File: src/rtl/his_readout_fsm_pkg.sv
// Shared types for the histogram readout block: FSM state encoding.
package his_readout_fsm_pkg;

  typedef enum logic [2:0] {
    S_IDLE  = 3'd0,
    S_ISSUE = 3'd1,
    S_LAT   = 3'd2,
    S_SEND  = 3'd3,
    S_PEAK  = 3'd4,
    S_FIN   = 3'd5
  } state_e;

endpackage

File: src/rtl/his_readout_fsm_peak_tracker.sv
// Running maximum of one histogram; the strict compare keeps the lowest bin on ties.
module his_peak_tracker #(
  parameter int NB     = 6,
  parameter int PEAK_W = 16
) (
  input  logic              clk,
  input  logic              res,
  input  logic              clr_i,
  input  logic              upd_i,
  input  logic [PEAK_W-1:0] count_i,
  input  logic [NB-1:0]     bin_i,
  output logic [PEAK_W-1:0] max_o,
  output logic [NB-1:0]     bin_o
);

  logic [PEAK_W-1:0] max_q;
  logic [NB-1:0]     bin_q;

  always_ff @(posedge clk) begin
    if (!res || clr_i) begin
      max_q <= '0;
      bin_q <= '0;
    end else if (upd_i && (count_i > max_q)) begin
      max_q <= count_i;
      bin_q <= bin_i;
    end
  end

  assign max_o = max_q;
  assign bin_o = bin_q;

endmodule

File: src/rtl/his_readout_fsm.sv
// Reader side of the ping-pong histogram RAM: streams each bin of a bank,
// reports per-pixel peaks and optionally clears every bin after reading it.
module his_readout_fsm
  import his_readout_fsm_pkg::*;
#(
  parameter int NB          = 6,
  parameter int PEAK_W      = 16,
  parameter int PIXELS      = 4,
  parameter int PIX_W       = 2,
  parameter bit CLEAR_ON_RD = 1'b1
) (
  input  logic                  clk,
  input  logic                  res,
  input  logic                  start,
  input  logic                  bank_sel,
  output logic                  rd_en,
  output logic [PIX_W+NB:0]     rd_addr,
  input  logic [PEAK_W-1:0]     rd_data,
  output logic                  clr_en,
  output logic [PIX_W+NB:0]     clr_addr,
  output logic                  out_valid,
  input  logic                  out_ready,
  output logic [PIX_W-1:0]      out_pixel,
  output logic [NB-1:0]         out_bin,
  output logic [PEAK_W-1:0]     out_count,
  output logic                  out_last,
  output logic                  peak_valid,
  output logic [PIX_W-1:0]      peak_pixel,
  output logic [NB-1:0]         peak_bin,
  output logic [PEAK_W-1:0]     peak_count,
  output logic                  busy,
  output logic                  done
);

  localparam int BINS = 1 << NB;

  state_e            state_q, state_d;
  logic              bank_q, bank_d;
  logic [PIX_W-1:0]  pix_q, pix_d;
  logic [NB-1:0]     bin_q, bin_d;
  logic [PEAK_W-1:0] cnt_q;
  logic [PIX_W-1:0]  opix_q;
  logic [NB-1:0]     obin_q;
  logic              last_q;
  logic [PEAK_W-1:0] pk_max;
  logic [NB-1:0]     pk_bin;
  logic              in_lat, in_peak;

  assign in_lat  = (state_q == S_LAT);
  assign in_peak = (state_q == S_PEAK);

  always_ff @(posedge clk) begin
    if (!res) begin
      state_q <= S_IDLE;
      bank_q  <= 1'b0;
      pix_q   <= '0;
      bin_q   <= '0;
      cnt_q   <= '0;
      opix_q  <= '0;
      obin_q  <= '0;
      last_q  <= 1'b0;
    end else begin
      state_q <= state_d;
      bank_q  <= bank_d;
      pix_q   <= pix_d;
      bin_q   <= bin_d;
      if (in_lat) begin
        cnt_q  <= rd_data;
        opix_q <= pix_q;
        obin_q <= bin_q;
        last_q <= (bin_q == NB'(BINS - 1));
      end
    end
  end

  // The next read is issued in the handshake cycle itself, so bin_d is the
  // address being fetched whenever rd_en is high.
  always_comb begin
    state_d  = state_q;
    bank_d   = bank_q;
    pix_d    = pix_q;
    bin_d    = bin_q;
    rd_en    = 1'b0;
    rd_addr  = '0;
    clr_en   = 1'b0;
    clr_addr = '0;
    unique case (state_q)
      S_IDLE: begin
        if (start) begin
          bank_d  = bank_sel;
          pix_d   = '0;
          bin_d   = '0;
          state_d = S_ISSUE;
        end
      end
      S_ISSUE: begin
        rd_en   = 1'b1;
        state_d = S_LAT;
      end
      S_LAT: begin
        clr_en  = CLEAR_ON_RD;
        state_d = S_SEND;
      end
      S_SEND: begin
        if (out_ready) begin
          if (last_q) begin
            state_d = S_PEAK;
          end else begin
            bin_d   = bin_q + NB'(1);
            rd_en   = 1'b1;
            state_d = S_LAT;
          end
        end
      end
      S_PEAK: begin
        if (pix_q == PIX_W'(PIXELS - 1)) begin
          state_d = S_FIN;
        end else begin
          pix_d   = pix_q + PIX_W'(1);
          bin_d   = '0;
          state_d = S_ISSUE;
        end
      end
      S_FIN:   state_d = S_IDLE;
      default: state_d = S_IDLE;
    endcase
    if (rd_en)  rd_addr  = {bank_q, pix_q, bin_d};
    if (clr_en) clr_addr = {bank_q, pix_q, bin_q};
  end

  his_peak_tracker #(
    .NB     (NB),
    .PEAK_W (PEAK_W)
  ) u_peak (
    .clk     (clk),
    .res     (res),
    .clr_i   (in_peak),
    .upd_i   (in_lat),
    .count_i (rd_data),
    .bin_i   (bin_q),
    .max_o   (pk_max),
    .bin_o   (pk_bin)
  );

  assign out_valid  = (state_q == S_SEND);
  assign out_pixel  = opix_q;
  assign out_bin    = obin_q;
  assign out_count  = cnt_q;
  assign out_last   = last_q;
  assign peak_valid = in_peak;
  assign peak_pixel = in_peak ? pix_q  : '0;
  assign peak_bin   = in_peak ? pk_bin : '0;
  assign peak_count = in_peak ? pk_max : '0;
  assign busy       = (state_q != S_IDLE);
  assign done       = (state_q == S_FIN);

endmodule
File: config.mk
export PLATFORM = sky130hd
export DESIGN_NAME = his_readout_fsm
export DESIGN_NICKNAME = d
export VERILOG_FILES = /design/src/rtl/his_readout_fsm_pkg.sv /design/src/rtl/his_readout_fsm_peak_tracker.sv /design/src/rtl/his_readout_fsm.sv
export SDC_FILE = /design/constraint.sdc
export NUM_CORES = 1
export LEC_CHECK = 0
export CAP_MARGIN = 20
export CORE_UTILIZATION = 30
export CTS_BUF_LIST = sky130_fd_sc_hd__clkbuf_16
export DETAILED_ROUTE_END_ITERATION = 8
export HOLD_SLACK_MARGIN = 0.1
export SYNTH_ARGS = -nofsm -noshare
export SYNTH_HDL_FRONTEND = slang
export SYNTH_HIERARCHICAL = 1
export SYNTH_SLANG_ARGS = --single-unit
File: constraint.sdc
create_clock -name clk -period 2.85 [get_ports clk]
set_clock_uncertainty 0.15 [all_clocks]
set_input_delay 0.57 -clock clk [delete_from_list [all_inputs] [get_ports clk]]
set_output_delay 0.57 -clock clk [all_outputs]
set_load 0.1 [all_outputs]
==> impl_metrics.tcl <==
set metrics [dict create \
    fin_nets 522 \
    place_hpwl_mm 6.37 \
    tns_ns 0 \
    crit_chain "ha_1 > nor2b_1 > a211oi_4 > a211oi_2 > nor3_4 > buf_12" \
    die_w_um 107 \
    synth_area_leaders "dfxtp_1, nand2_1, mux2i_1" \
    tritoncts "done" \
    cts_root_buffer "clkbuf_16" \
    holdPathEnd "out_count[2]" \
    num_rows 38 \
    io_buffer_count 93 \
    drc_errors 0 \
    netlist_instances 389 \
    io_pins 94 \
    criticalPathCategory "reg2out" \
    synth_top_area_cell "dfxtp_1" \
    track_usage 0.161 \
    n_antenna_cell 0 \
    r2r_start "u_peak/max_o[15]" \
    slew_viol_final 0 \
    cts.sinks 59 \
    area_growth_pct 54.2 \
    holdCritStartpoint "out_count[2]" \
    ff2ff_path_depth 7 \
    die_area_um2 11500 \
    avgSynthCellArea_um2 8.52 \
    layout-drive-gt1-share 0.277 \
    netlist_top_cells_count "nand2_1, dfxtp_1, and3_1" \
    crit_slowest_cell "a211oi_2" \
    slew-limit-headroom 0.713 \
    post_drt_wl_per_cell_um 14.4 \
    max_clock_freq_mhz 368 \
    grt_overflow 0 \
    synthesis.area_um2 3310 \
    startpoint_type "flop" \
    synth_edf_count 0 \
    power_leakage_nw 2.14 \
    yosysMostFrequentCell "nand2_1" \
    cp.required_ns 2.13 \
    antenna_found_initial 0 \
    grt_pass1_wl_mm 14.3 \
    setup_violations 0 \
    start_util 0.307 \
    powerDensity_nw_per_um2 439 \
    critPathCaptureType "output pin" \
    whs_path_depth 2 \
    wl_mm 9.02 \
    htreeDepth 3 \
    yosysUniqueCellTypes 52 \
    synth_flop_cell "dfxtp_1" \
    period_needed_ns 2.71 \
    first_global_vias 2933 \
    total_power_mw 2.24 \
    postSynthNetCount 428 \
    grt_max_degree 45 \
    clk_pin_slew_worst_paths_ns 0.05 \
    chipHeight_um 107 \
    cts_buffers 9 \
    hold_violations 0 \
    hold_path.class "reg2reg" \
    dr.pass1.iters 5 \
    ys_warn_count 6 \
    max_cap_viol_count 0 \
    cp.arrival_ns 1.99 \
    reg2reg_slack_ns 0.67 \
    vias 3024 \
    first_iter_violations 87 \
    clk_latency_ns 0.32 \
    clockBufferDepth 2 \
    max_stage_delay_ns 0.38 \
    tightest_slew_ns 0.431 \
    post-route-period-util 0.952 \
    gp_congestion 0.748 \
    synthArstFlopShare 0 \
    synth_top_area_share 0.356 \
    r2r_end "u_peak/max_o[14]" \
    grt_setup_unrepaired "false" \
    status "finished clean" \
    vias_per_cell 4.82 \
    irDropWorstVdd_mv 0.262 \
    ant_nets 0 \
    synth_seq_area_share 0.356 \
    synth_seq_cells 59 \
    core_um2 10800 \
    worstPathMaxFanout 6 \
]
[layout by cell type (no fill, tap or decap), drive strengths merged, types with 2 or more instances in the layout]
| cell | n |
|---|---|
| o211a | 3 |
| ha | 18 |
| nand2 | 82 |
| a211oi | 4 |
| dlymetal6s2s | 2 |
| nand2b | 2 |
| nor3b | 2 |
| nor4 | 2 |
| a21boi | 18 |
| buf | 88 |
| dfxtp | 59 |
| nor2b | 10 |
| clkdlybuf4s50 | 18 |
| nor4bb | 2 |
| mux2i | 23 |
| nand3b | 2 |
| nor3 | 5 |
| and3 | 27 |
| clkinv | 5 |
| nor2 | 12 |
| a22oi | 2 |
| and2 | 21 |
| nand3 | 3 |
| or3 | 2 |
| a31oi | 2 |
| o21a | 9 |
| o21ai | 5 |
| inv | 26 |
| nand4 | 6 |
| clkbuf | 9 |
| a21oi | 10 |
[report_power, final]
part	internal (mW)	total (mW)	switching, mW
registers	0.854	0.878	0.0238
clock network	0.567	0.922	0.355
logic	0.148	0.443	0.295
total	1.57	2.24	0.673
[metal layers]
layer  routed length, µm  share of wire  vias to the layer above  GRT usage
li1                    -              -                     1504          -
met1                3920           0.43                     1428      0.188
met4                 189          0.021                        0     0.0753
met3                 468          0.052                       17     0.0450
met5                   0              0                        -          0
met2                4440           0.49                       75      0.272
[registers in the layout, indices dropped and copies added (netlist names)]
signal and flops:
out_count 16, u_peak/max_o 16, bin_q 6, out_bin 6, u_peak/bin_o 6, state_q 3
out_pixel 2, pix_q 2, bank_q 1, out_last 1
[cell families after synthesis]
group,after synthesis,synth area share
AND/OR/NAND/NOR,180,0.287
AO/OA/AOI/OAI,59,0.143
flip-flops,59,0.356
buffers and inverters,49,0.0732
multiplexers,23,0.0695
adder cells (fa/ha/maj),18,0.0680
XOR/XNOR,1,0.00264
[worst max path at each step]
stage / slack [ns] / start / end / cells after the start
final: 0.14 / pix_q[0] / rd_addr[2] / 6
after detailed placement: -0.03 / rd_data[11] / u_peak/max_o[6] / 7
after global routing: 0.02 / pix_q[0] / rd_addr[2] / 6
after global placement: 0.01 / start / rd_addr[1] / 6
after floorplan: -0.09 / state_q[1] / rd_addr[1] / 5
after CTS: 0.0006 / pix_q[0] / rd_addr[1] / 6
[worst max-delay path: cells and delay by family, from the launching register on]
kind,cells,cell delay [ns]
buffers and inverters,1,0.18
AND/OR/NAND/NOR,2,0.38
AO/OA/AOI/OAI,2,0.54
flip-flops,1,0.35
adder cells (fa/ha/maj),1,0.23
[metrics by stage]
stage          utilization  cell area, µm²  cells  hold WS [ns]  setup WS (ns)
4_1_cts              0.471            5090    627         0.304       0.000574
5_1_grt              0.474            5110    628         0.318         0.0235
3_5_place_dp         0.448            4830    611         0.293        -0.0282
6_report             0.474            5110    628         0.300          0.136
3_3_place_gp         0.448            4830    611         0.289         0.0125
2_1_floorplan            -            3340    389         0.280        -0.0880
[cell type report]
| cell class | instances | area (µm²) |
|---|---|---|
| fill | 1021 | 5680 |
| multi-input combinational | 281 | 1930 |
| timing repair buffer | 108 | 1470 |
| sequential | 59 | 1190 |
| clock buffer | 9 | 225 |
| tap | 140 | 175 |
| inverter | 24 | 95.1 |
| clock inverter | 7 | 28.8 |
[what timing repair did]
action	CTS	global route
buffers inserted	0	1
endpoints found under the setup margin	1	14
hold buffers	0	0
pin swaps	0	5
resized for setup	1	7
Note: power is estimated with default switching activity, not from simulation.
